**config.mk**
```make
export PLATFORM = sky130hd
export DESIGN_NAME = mem_arbiter
export DESIGN_NICKNAME = d
export VERILOG_FILES = /design/src/rtl/mem_arbiter.sv
export SDC_FILE = /design/constraint.sdc
export NUM_CORES = 1
export LEC_CHECK = 0
export ABC_AREA = 1
export CAP_MARGIN = 20
export CORE_UTILIZATION = 35
export DETAILED_ROUTE_END_ITERATION = 12
export PLACE_DENSITY = 0.74
export SLEW_MARGIN = 5
export SYNTH_ARGS = -nofsm -noshare
export SYNTH_HDL_FRONTEND = slang
export SYNTH_SLANG_ARGS = --single-unit
```
**constraint.sdc**
```tcl
create_clock -name CLK -period 3.47 [get_ports CLK]
set_input_delay 0.5205 -clock CLK [delete_from_list [all_inputs] [get_ports CLK]]
set_output_delay 0.5205 -clock CLK [all_outputs]
set_load 0.01 [all_outputs]
```
**src/rtl/mem_arbiter.sv**
```systemverilog
// mem_arbiter: shares one main-memory port between the instruction-cache refill path
// (read-only) and the data-cache path (read/write). One requester is granted at a time.
// The memory strobes are sequenced from registers. Read data is returned to the winning
// side, and the losing side is stalled through its busywait.
//
// Build option: define ARB_FIXED_PRIORITY_EN to make the data side win every tie. The
// default build uses round-robin, where a tie goes to the side that was not granted last.

module mem_arbiter #(
  parameter int unsigned ADDR_W   = 6,
  parameter int unsigned DATA_W   = 32,
  parameter int unsigned MAX_WAIT = 255
) (
  input  logic              CLK,
  input  logic              RESET,
  input  logic              I_READ,
  input  logic [ADDR_W-1:0] I_ADDRESS,
  output logic [DATA_W-1:0] I_READDATA,
  output logic              I_BUSYWAIT,
  input  logic              D_READ,
  input  logic              D_WRITE,
  input  logic [ADDR_W-1:0] D_ADDRESS,
  input  logic [DATA_W-1:0] D_WRITEDATA,
  output logic [DATA_W-1:0] D_READDATA,
  output logic              D_BUSYWAIT,
  output logic              MEM_READ,
  output logic              MEM_WRITE,
  output logic [ADDR_W-1:0] MEM_ADDRESS,
  output logic [DATA_W-1:0] MEM_WRITEDATA,
  input  logic [DATA_W-1:0] MEM_READDATA,
  input  logic              MEM_BUSYWAIT,
  output logic              TIMEOUT
);

  // Wait counter is 8 bits wide and saturates, so the limit is compared at that width.
  localparam logic [7:0] MaxWait = 8'(MAX_WAIT);

  typedef enum logic [2:0] {
    StIdle,
    StIAcc,
    StDAcc,
    StIDone,
    StDDone
  } state_t;

  state_t            state_q, state_d;
  logic              last_dside_q, last_dside_d;  // 1: the last grant went to the data side
  logic              first_q, first_d;            // first cycle of an access
  logic [7:0]        count_q, count_d;
  logic              timeout_q, timeout_d;
  logic              mem_read_q, mem_read_d;
  logic              mem_write_q, mem_write_d;
  logic [ADDR_W-1:0] mem_address_q, mem_address_d;
  logic [DATA_W-1:0] mem_writedata_q, mem_writedata_d;
  logic [DATA_W-1:0] i_readdata_q, i_readdata_d;
  logic [DATA_W-1:0] d_readdata_q, d_readdata_d;

  logic i_req;
  logic d_req;
  logic grant_iside;
  logic grant_dside;

  // Arbitration between the two pending requests; only acted on in idle.
  always_comb begin
    i_req = I_READ;
    d_req = D_READ | D_WRITE;
`ifdef ARB_FIXED_PRIORITY_EN
    grant_dside = d_req;
`else
    grant_dside = d_req & (~i_req | ~last_dside_q);
`endif
    grant_iside = i_req & ~grant_dside;
  end

  // Next-state logic: grant, access sequencing, completion and timeout tracking.
  always_comb begin
    state_d         = state_q;
    last_dside_d    = last_dside_q;
    first_d         = first_q;
    count_d         = count_q;
    timeout_d       = timeout_q;
    mem_read_d      = mem_read_q;
    mem_write_d     = mem_write_q;
    mem_address_d   = mem_address_q;
    mem_writedata_d = mem_writedata_q;
    i_readdata_d    = i_readdata_q;
    d_readdata_d    = d_readdata_q;

    unique case (state_q)
      StIdle: begin
        if (grant_iside) begin
          state_d       = StIAcc;
          mem_read_d    = 1'b1;
          mem_write_d   = 1'b0;
          mem_address_d = I_ADDRESS;
          last_dside_d  = 1'b0;
          count_d       = 8'd0;
          first_d       = 1'b1;
        end else if (grant_dside) begin
          state_d         = StDAcc;
          // A write takes precedence when both data-side strobes are requested.
          mem_write_d     = D_WRITE;
          mem_read_d      = ~D_WRITE;
          mem_address_d   = D_ADDRESS;
          mem_writedata_d = D_WRITEDATA;
          last_dside_d    = 1'b1;
          count_d         = 8'd0;
          first_d         = 1'b1;
        end
      end

      StIAcc, StDAcc: begin
        first_d = 1'b0;
        // Memory raises busywait in the same cycle as the strobe, so the first
        // cycle's busywait cannot be trusted and completion waits one cycle.
        if (!first_q && !MEM_BUSYWAIT) begin
          if (mem_read_q) begin
            if (state_q == StIAcc) begin
              i_readdata_d = MEM_READDATA;
            end else begin
              d_readdata_d = MEM_READDATA;
            end
          end
          mem_read_d  = 1'b0;
          mem_write_d = 1'b0;
          state_d     = (state_q == StIAcc) ? StIDone : StDDone;
        end else begin
          if (count_q != 8'hFF) begin
            count_d = count_q + 8'd1;
          end
          // Sticky flag only; the access keeps waiting for the memory.
          if (count_d == MaxWait) begin
            timeout_d = 1'b1;
          end
        end
      end

      StIDone, StDDone: begin
        state_d = StIdle;
      end

      default: begin
        state_d = StIdle;
      end
    endcase
  end

  // State and output registers with synchronous reset.
  always_ff @(posedge CLK) begin
    if (RESET) begin
      state_q         <= StIdle;
      last_dside_q    <= 1'b1;
      first_q         <= 1'b0;
      count_q         <= 8'd0;
      timeout_q       <= 1'b0;
      mem_read_q      <= 1'b0;
      mem_write_q     <= 1'b0;
      mem_address_q   <= '0;
      mem_writedata_q <= '0;
      i_readdata_q    <= '0;
      d_readdata_q    <= '0;
    end else begin
      state_q         <= state_d;
      last_dside_q    <= last_dside_d;
      first_q         <= first_d;
      count_q         <= count_d;
      timeout_q       <= timeout_d;
      mem_read_q      <= mem_read_d;
      mem_write_q     <= mem_write_d;
      mem_address_q   <= mem_address_d;
      mem_writedata_q <= mem_writedata_d;
      i_readdata_q    <= i_readdata_d;
      d_readdata_q    <= d_readdata_d;
    end
  end

  // Busywaits drop only during the granted side's done cycle.
  always_comb begin
    I_BUSYWAIT = I_READ & (state_q != StIDone);
    D_BUSYWAIT = (D_READ | D_WRITE) & (state_q != StDDone);
  end

  assign I_READDATA    = i_readdata_q;
  assign D_READDATA    = d_readdata_q;
  assign MEM_READ      = mem_read_q;
  assign MEM_WRITE     = mem_write_q;
  assign MEM_ADDRESS   = mem_address_q;
  assign MEM_WRITEDATA = mem_writedata_q;
  assign TIMEOUT       = timeout_q;

endmodule

```
* Word-level counts from Yosys, hierarchy flattened
Index checks and enable logic that the tools add are counted.
** Word-level totals
- Register bits after elaboration :: 118
- Input bits :: 82
- Logic and storage cells :: 75
** Operators by class
- $add $sub $neg :: 1
- Eq/ne operators :: 9
- Mux-type cells :: 25
- Bitwise logic cells :: 13
- Reduce and logical (&&, ||, !) cells :: 16
** Operator list (number)
- $mux W8 :: 6
- $pmux W8 S2 :: 1
- $mux W3 :: 4
- $mux W6 :: 2
- $reduce_and A3 Y1 :: 4
- $add A8 B1 Y8 const B :: 1
- $eq A8 B8 Y1 const B :: 1
- $mux W1 :: 8
- $ne A8 B8 Y1 const B :: 1
- $reduce_and A4 Y1 :: 2
- $not A1 Y1 :: 7
- $ne A3 B3 Y1 const B :: 2
- $pmux W1 S2 :: 3
- $pmux W3 S2 :: 1
- $reduce_and A2 Y1 :: 3
- $and A1 B1 Y1 :: 4
- $ne A2 B2 Y1 const B :: 2
- $reduce_bool A2 Y1 :: 2
- $eq A3 B1 Y1 const B :: 1
- $eq A3 B2 Y1 const B :: 1
- $logic_not A3 Y1 :: 1
- $ne A3 B2 Y1 const B :: 1
- $logic_not A1 Y1 :: 2
- $or A1 B1 Y1 :: 2
- 2 further kinds :: 2

* Logic depth before layout (Yosys ltp)
Gate-level depths: netlist of run 1.
- Word-level depth :: 7
- Depth in mapped cells :: 10

* Worst setup path after synthesis of run 1
No wires, ideal clock.
- Kind :: input to register
- From :: input RESET
- To :: register i_readdata_q[15] (netlist: I_READDATA[15])
- Data arrival time :: 1.395 ns
- Data required time :: 3.405 ns
- Setup slack :: 2.010 ns
- Stages :: 6
- Path buffers :: 3
- Cell sequence :: clkbuf_1 > inv_1 > buf_2 > clkbuf_1 > o21ai_0 > nor2_1
** RTL lines
- from (decl) :: line 15 : input logic RESET,
- to (signal assigned) :: line 172 : i_readdata_q <= i_readdata_d;
- to (decl) :: line 55 : logic [DATA_W-1:0] i_readdata_q, i_readdata_d;

* Worst setup path in the final report of run 1
- From :: input I_READ
- To :: output I_BUSYWAIT
** Between the ends
- Longest elaborated chain between the ends :: 1
** RTL lines
- from (decl) :: line 16 : input logic I_READ,
- $and A1 B1 Y1 :: line 179 : I_BUSYWAIT = I_READ & (state_q != StIDone);
- to (decl) :: line 19 : output logic I_BUSYWAIT,
No other way between the ends.

==> results of run 1 <==
## sequential cells by signal, indices dropped and copies added (netlist names)
name	cells
first_q	1
TIMEOUT	1
state_q	3
count_q	8
I_READDATA	32
D_READDATA	32
MEM_WRITE	1
MEM_READ	1
MEM_WRITEDATA	32
last_dside_q	1
MEM_ADDRESS	6
## layout by cell type, fill, tap and decap left out, types with 2 or more instances in the layout
cell type	n
a21oi_4	3
nor3_4	2
clkbuf_16	17
clkinv_2	3
nor2_1	197
nor2_4	2
nand3_2	3
clkbuf_8	5
nor2_2	5
inv_2	6
clkdlybuf4s50_1	188
o21ai_0	92
bufinv_16	3
nand2_2	2
dfxtp_1	118
nand2_4	2
inv_1	19
a21oi_1	15
nand4_1	2
buf_4	3
nand3_1	15
clkinvlp_4	2
o21ai_1	7
nand2_1	59
o211ai_1	6
## routing by layer
metal	wire [um]	track usage, %	vias to the layer above
li1	-	-	2278
met1	5740	23.4	1935
met2	5720	29.2	139
met3	976	7.85	23
met4	269	9.23	0
met5	0	0	-
## power groups by stage
stage	Sequential [mW]	Clock (mW)	Combinational (mW)
after detailed placement	1.68	0	1.11
after global placement	1.67	0	1.10
after global routing	1.67	1.93	1.23
after floorplan	1.75	0	0.512
after CTS	1.65	1.85	1.12
final	1.65	1.82	1.11
## worst max path at each step
stage / slack, ns / endpoint
after floorplan: 2.01 / I_READDATA[15]
after global placement: 1.06 / D_READDATA[18]
after detailed placement: 1.02 / I_BUSYWAIT
after CTS: 1.01 / I_BUSYWAIT
after global routing: 0.91 / I_BUSYWAIT
final: 1.03 / I_BUSYWAIT
## kinds of logic (layout without fill, tap and decap cells)
family / Yosys count / after routing
adder cells (fa/ha/maj): 1 / 1
AO/OA/AOI/OAI: 126 / 126
buffers and inverters: 57 / 249
XOR/XNOR: 1 / 1
flip-flops: 118 / 118
AND/OR/NAND/NOR: 292 / 292
## per-stage QoR
step	worst slack (ns)	cell area, um2
2_1_floorplan	2.01	4550
3_3_place_gp	1.06	6540
3_5_place_dp	1.02	6540
4_1_cts	1.01	7160
5_1_grt	0.912	7190
6_report	1.03	7190
## cell type report
| type | instances | area [um2] | share of cell area [%] |
|---|---|---|---|
| Sequential cell | 118 | 2360 | 32.9 |
| Tap cell | 172 | 215 | 2.99 |
| Clock buffer | 23 | 498 | 6.93 |
| Clock inverter | 8 | 120 | 1.67 |
| Timing Repair Buffer | 193 | 1950 | 27.2 |
| Inverter | 25 | 93.8 | 1.31 |
| Multi-Input combinational cell | 420 | 1950 | 27.1 |
## tightest hold or removal path, stage by stage, from the launching register on
cell and delay [ns]:
dfxtp_1 0.31, inv_1 0.06, a21oi_2 0.05
==> impl_metrics.ini, run 1 <==
[run_status]
status = finished, final reports clean

[synth]
synth_top_area_cell = dfxtp_1
yosysWarningCount = 0
synth_edf_count = 0
synth_top_family_by_area = simple AND/OR/NAND/NOR gates
synthFlopType = dfxtp_1
ys_ff_latch = 118
synthTopCellsByArea = dfxtp_1 52%, nor2_1 16%, o21ai_0 10%
syn-cell-area_um2 = 4550
synth_top_area_share_pct = 51.9
synth-xor-area-share_pct = 0.192
synth_compound_area_share_pct = 15.3
synthTopCellsByCount = 197 x nor2_1, 118 x dfxtp_1, 92 x o21ai_0, 59 x nand2_1, 20 x inv_1
synthCells = 595
muxShareOfSynthArea_pct = 0
syn-mean-instance-area_um2 = 7.65
ys_types = 30
yosysMostFrequentCell = nor2_1
async_flop_share_pct = 0
ys_seq_area_share_pct = 51.9
synth_nets = 678
synthSimpleGateAreaFrac_pct = 27.0
synth_fa_ha_area_share_pct = 0.275

[detailed_routing]
drtAntennaViolNets = 0
wl_per_cell_um = 13.3
firstDrtPassIters = 4
drt_iter0_markers = 207
drc = 0
wl_um = 12700
via_count = 4375
vias_per_cell = 4.56

[worst_setup_path]
r2r_cells = 6
path_buf_inv = 3
critPathMaxFanout = 3
crit_slowest_cell = clkdlybuf4s50_1
crit_type = input pin to primary output
rrSetupSlack_ns = 1.69
crit_family = buffers and inverters
r2r_end = I_READDATA[5]
cp.arrival_ns = 1.92
cp-end-kind = primary output
cp_slowest_stage_delay_ns = 0.57
critPathLaunchType = input pin
crit_top_cell = clkdlybuf4s50_1
path_cells = clkdlybuf4s50_1 -> inv_1 -> a31oi_1 -> clkdlybuf4s50_1
r2r-start = state_q[0]
crit_required_ns = 2.95
critPathLaunch = I_READ
critical_path_depth = 4

[floorplan]
initial_core_util_pct = 35.9
rows = 41
die_x_um = 116
ios = 189
die_y_um = 116
coreArea_um2 = 12700
dieArea_um2 = 13500

[timing]
period_share_pct = 70.3
fin_setup_tns_ns = 0
rsz0062_at_grt = false
worstMarginPinSlew_ns = 0.689
clock_skew_ns = 0.00539
maxSlewHeadroom_pct = 53.9
setup_viol = 0
fin_crit_ns = 2.44
maxSlewViolCount = 0
fin_hold_ws_ns = 0.460
hold_violations = 0
fmax_mhz = 410

[power]
internal_power_mw = 3.29
finalPower_mw = 4.58
power.share.sequential_pct = 36.1
irDropWorstVdd_v = 0.000281
p_comb_share_pct = 24.2
powerDensity_nw_per_um2 = 637
leakagePower_nw = 2.93
swShare_pct = 28.1
power_frac_clock_pct = 39.8
p_switching_mw = 1.29

[global_route]
antenna_found_initial = 0
grt_max_degree = 94
grt_usage_pct = 19.2
grt.overflow.total = 0
grt_pass1_wl_um = 19900
grt_pass1_vias = 3983

[worst_hold_path]
min_path_type = flop to flop
whs_endpoint = TIMEOUT
hp-start = TIMEOUT
holdPathStages = 2

[placed_design]
portBuffers = 188
dp_cells = 927
gp_congestion = 0.750
dp_hpwl_um = 8330

[cts]
root_buffer = clkbuf_16
cts_buffer_depth = 2
clock-sinks = 118
cts_tree = done
cts-resized-gates = 0
htree_levels = 4
ctsHoldBuffers = 0
numCtsBuffers = 17
post_cts_buffers = 0
clock_latency_ns = 0.41
clkTransAtPathRegs_ns = 0.05

[finish]
stdcell_count = 959
drive_above_1_share_pct = 8.13
nets = 858
fillers = 1184
fin_util_pct = 56.7
syn_to_final_growth_pct = 57.9
n_antenna_cell = 0

[run]
maxCapViolations = 0
No activity file was read; power rests on OpenSTA's default activity.
==> run 2: changes to the inputs <==
--- a/config.mk
+++ b/config.mk
@@ -9,7 +9,7 @@
 export CAP_MARGIN = 20
 export CORE_UTILIZATION = 35
 export DETAILED_ROUTE_END_ITERATION = 12
-export PLACE_DENSITY = 0.74
+export PLACE_DENSITY = 0.76
 export SLEW_MARGIN = 5
 export SYNTH_ARGS = -nofsm -noshare
 export SYNTH_HDL_FRONTEND = slang
==> constraint.sdc (replaced) <==
create_clock -name CLK -period 2.1 [get_ports CLK]
set_input_delay 0.315 -clock CLK [delete_from_list [all_inputs] [get_ports CLK]]
set_output_delay 0.315 -clock CLK [all_outputs]
set_load 0.01 [all_outputs]
==> run 2 against run 1 <==
  * First-iteration DRC count up 8.2%
  * Highest routed layer unchanged
  * Sequential share of layout area down 0.43 points
  * Clock-buffer cell count down 3
  * Clock power up 63%
  * Die area unchanged
  * Non-clock buffer count up 12
  * Global-route usage up 0.58 points
  * Largest power group unchanged
  * Hold slack worse by 0.0026 ns
==> impl_metrics.ini, run 2 (synthesized netlist as in run 1, its figures left out) <==
[run_status]
status = finished, final reports clean

[detailed_routing]
wl_per_cell_um = 13.4
vias_per_cell = 4.55
drtAntennaViolNets = 0
via_count = 4420
drc = 0
drt_iter0_markers = 224
firstDrtPassIters = 4
wl_um = 13000

[finish]
final_common_cell = nor2_1
n_antenna_cell = 0
syn_to_final_growth_pct = 60.0
nets = 870
seq_area_um2 = 2360
fillers = 1163
multiInputGateArea_um2 = 1950
final_cell_mix = 197 x nor2_1, 188 x clkdlybuf4s50_1, 118 x dfxtp_1
drive_above_1_share_pct = 9.63

[placed_design]
dp_hpwl_um = 8810
pre_cts_ws_ns = 0.185
portBuffers = 188
gp_congestion = 0.814

[timing]
fin_setup_tns_ns = 0
setup_ws_ns = 0.127
fin_crit_ns = 1.97
maxSlewHeadroom_pct = 61.3
hold_violations = 0
maxSlewViolCount = 0
setup_viol = 0
fmax_mhz = 507
worstMarginPinSlew_ns = 0.579
period_share_pct = 94.0
clock_skew_ns = 0.0102
rsz0062_at_grt = false

[global_route]
grt_max_degree = 58
grt.overflow.total = 0
grt_pass1_vias = 4197
grt_pass1_wl_um = 20300
antenna_found_initial = 0
grt_usage_pct = 19.7

[cts]
cts_tree = done
numCtsBuffers = 17
clock-sinks = 118
post_cts_buffers = 0
clock_latency_ns = 0.42
clkTransAtPathRegs_ns = 0.05
cts_buffer_depth = 2
cts-resized-gates = 0
root_buffer = clkbuf_16
htree_levels = 4
ctsHoldBuffers = 0

[floorplan]
ios = 189
coreArea_um2 = 12700
dieArea_um2 = 13500
initial_core_util_pct = 35.9
die_x_um = 116
die_y_um = 116
rows = 41

[worst_setup_path]
crit_required_ns = 1.78
critPathMaxFanout = 4
r2r-start = count_q[0]
cp.arrival_ns = 1.66
crit_type = flop to primary output
cp-end-kind = primary output
critPathLaunch = state_q[0]
critPathLaunchType = flop

[worst_hold_path]
hp-start = TIMEOUT
min_path_type = flop to flop

[run]
maxCapViolations = 0

[power]
leakagePower_nw = 2.98
irDropWorstVdd_v = 0.000540
powerDensity_nw_per_um2 = 1050
## run 2: area by class of cell
type / instances / area share (%)
clock buffer: 20 / 6.27
clock inverter: 12 / 2.06
inverter: 25 / 1.29
multi-input combinational: 420 / 26.7
sequential: 118 / 32.4
tap: 172 / 2.95
timing repair buffer: 205 / 28.3
## run 2: metal layers
| metal | vias to the layer above | global-route usage [%] | share of wire [%] |
|---|---|---|---|
| met5 | - | 0 | 0 |
| li1 | 2303 | - | - |
| met1 | 1965 | 22.8 | 44 |
| met3 | 20 | 8.79 | 8.5 |
| met4 | 0 | 8.80 | 2.1 |
| met2 | 132 | 31.5 | 46 |
## run 2: power by group
part | total [mW] | internal, mW | switching (mW)
combinational | 1.95 | 0.972 | 0.974
sequential | 2.73 | 2.54 | 0.181
clock | 2.97 | 1.92 | 1.05
total | 7.64 | 5.44 | 2.20
## run 2: per-stage QoR
step / instance area [um2] / util [%] / power [mW] / hold slack (ns) / cells
after floorplan: 4550 / - / 3.73 / 0.450 / 595
after global placement: 6680 / 52.7 / 4.70 / 0.450 / 940
after detailed placement: 6680 / 52.7 / 4.73 / 0.451 / 940
after CTS: 7280 / 57.5 / 7.73 / 0.460 / 972
after global routing: 7280 / 57.5 / 8.05 / 0.493 / 972
final: 7280 / 57.5 / 7.64 / 0.457 / 972
## run 2: worst max-delay path: stages (launching register included)
cell and delay [ns]:
dfxtp_1 0.47, nor2_1 0.08, a21oi_1 0.14, clkdlybuf4s50_1 0.56
## run 2: worst paths after layout
path	to	slack, ns	cells after the start
hold reg to reg	TIMEOUT	0.46	2
setup reg to reg	TIMEOUT	0.48	9
hold / removal	TIMEOUT	0.46	2
setup / recovery	D_BUSYWAIT	0.13	3
==> run 3: changes to the inputs <==
--- a/config.mk
+++ b/config.mk
@@ -8,8 +8,9 @@
 export ABC_AREA = 1
 export CAP_MARGIN = 20
 export CORE_UTILIZATION = 35
+export CTS_BUF_LIST = sky130_fd_sc_hd__clkbuf_2 sky130_fd_sc_hd__clkbuf_4 sky130_fd_sc_hd__clkbuf_8
 export DETAILED_ROUTE_END_ITERATION = 12
-export PLACE_DENSITY = 0.76
+export PLACE_DENSITY = 0.74
 export SLEW_MARGIN = 5
 export SYNTH_ARGS = -nofsm -noshare
 export SYNTH_HDL_FRONTEND = slang
==> constraint.sdc (replaced) <==
create_clock -name CLK -period 2.45 [get_ports CLK]
set_input_delay 0.3675 -clock CLK [delete_from_list [all_inputs] [get_ports CLK]]
set_output_delay 0.3675 -clock CLK [all_outputs]
set_load 0.01 [all_outputs]
==> run 3 against run 2 <==
  * Sequential share of layout area up 1.7 points
  * Flip-flop and latch count unchanged
  * Hold slack improved by 0.0093 ns
==> impl_metrics.ini, run 3 (synthesized netlist as in run 1, its figures left out) <==
[worst_setup_path]
cp.arrival_ns = 1.73
cp_slowest_stage_delay_ns = 0.56
crit_required_ns = 2.08
crit_top_cell = clkdlybuf4s50_1
crit_type = input pin to primary output
crit_family = buffers and inverters
critPathLaunchType = input pin
path_cells = clkdlybuf4s50_1 -> inv_1 -> a31oi_1 -> clkdlybuf4s50_1
crit_slowest_cell = clkdlybuf4s50_1
critPathMaxFanout = 3
rrSetupSlack_ns = 0.78
cp-end-kind = primary output
path_buf_inv = 3

[finish]
fin_util_pct = 54.6
final_cell_mix = 197 x nor2_1, 188 x clkdlybuf4s50_1, 118 x dfxtp_1
fin_area_um2 = 6920
seq_area_um2 = 2360
nets = 860
syn_to_final_growth_pct = 52.0
fillers = 1212
final_common_cell = nor2_1
n_antenna_cell = 0
multiInputGateArea_um2 = 1950
drive_above_1_share_pct = 8.61

[run]
maxCapViolations = 0

[global_route]
grt_usage_pct = 19.5
grt_max_degree = 60
antenna_found_initial = 0
grt_pass1_wl_um = 20200
grt_pass1_vias = 4133
grt.overflow.total = 0

[detailed_routing]
drc = 0
vias_per_cell = 4.55
wl_um = 12700
wl_per_cell_um = 13.1
via_count = 4377
firstDrtPassIters = 5
drtAntennaViolNets = 0
drt_iter0_markers = 278

[worst_hold_path]
min_path_type = flop to flop

[timing]
setup_viol = 0
worstMarginPinSlew_ns = 0.575
fin_setup_tns_ns = 0
setup_ws_ns = 0.349
rsz0062_at_grt = false
maxSlewHeadroom_pct = 61.6
maxSlewViolCount = 0
fin_crit_ns = 2.10
hold_violations = 0
fmax_mhz = 476
clock_skew_ns = 0.00829
period_share_pct = 85.8

[cts]
root_buffer = clkbuf_8
clkTransAtPathRegs_ns = 0.07
ctsHoldBuffers = 0
cts_tree = done
clock_latency_ns = 0.43
cts_buffer_depth = 2
numCtsBuffers = 17
htree_levels = 4
post_cts_buffers = 0
cts-resized-gates = 0
clock-sinks = 118

[power]
p_switching_mw = 1.73
power.share.sequential_pct = 42.4
p_comb_share_pct = 28.4
finalPower_mw = 5.51
irDropWorstVdd_v = 0.000447
leakagePower_nw = 2.81
internal_power_mw = 3.78
swShare_pct = 31.4
powerDensity_nw_per_um2 = 796
power_frac_clock_pct = 29.1

[placed_design]
gp_congestion = 0.786
pre_cts_ws_ns = 0.333
portBuffers = 188
placed_area_um2 = 6550
dp_hpwl_um = 8460

[floorplan]
rows = 41
initial_core_util_pct = 35.9
dieArea_um2 = 13500
die_x_um = 116
die_y_um = 116
ios = 189
coreArea_um2 = 12700

[run_status]
status = finished, final reports clean
## run 3: cell types whose count changed in the layout (fill, tap and decap cells not counted)
cell	previous run	this run
buf_4	13	7
inv_6	2	0
buf_12	4	0
clkinv_2	4	5
bufinv_16	3	0
clkbuf_8	2	22
clkbuf_1	1	0
clkbuf_16	17	0
clkbuf_4	0	2
## run 3: path summary, 6_finish.rpt
path / startpoint / endpoint / depth (start not counted)
worst min register to register: TIMEOUT / TIMEOUT / 2
worst max-delay path: I_READ / I_BUSYWAIT / 4
worst max register to register: count_q[0] / TIMEOUT / 9
worst min-delay path: TIMEOUT / TIMEOUT / 2
## run 3: tightest hold or removal path, delay by kind of cell, from the launching register on
family / cells / cell delay (ns)
compound gates: 1 / 0.05
buf+inv: 1 / 0.06
flops: 1 / 0.31
## run 3: layout make-up
class	count	area share, %
Clock buffer	24	4.59
Clock inverter	8	0.687
Inverter	25	1.36
Multi-Input combinational cell	420	28.1
Sequential cell	118	34.2
Tap cell	172	3.11
Timing Repair Buffer	195	28.0
## run 3: metal layers
layer | global-route usage (%) | part of all wire [%] | up-vias
li1 | - | - | 2278
met1 | 22.6 | 45 | 1965
met2 | 31.4 | 46 | 122
met3 | 9.15 | 8.2 | 12
met4 | 7.09 | 1.1 | 0
met5 | 0 | 0 | -
## run 3: through the flow
stage	instances	hold WS, ns
floorplan	595	0.471
global placement	930	0.452
detailed placement	930	0.461
CTS	962	0.471
global route	962	0.504
finish	962	0.467
## run 3: power by group through the flow
stage / Sequential [mW] / Clock, mW / Combinational (mW)
finish: 2.34 / 1.60 / 1.57
global route: 2.37 / 1.75 / 1.73
CTS: 2.34 / 1.66 / 1.58
detailed placement: 2.38 / 0 / 1.58
global placement: 2.37 / 0 / 1.56
floorplan: 2.47 / 0 / 0.726
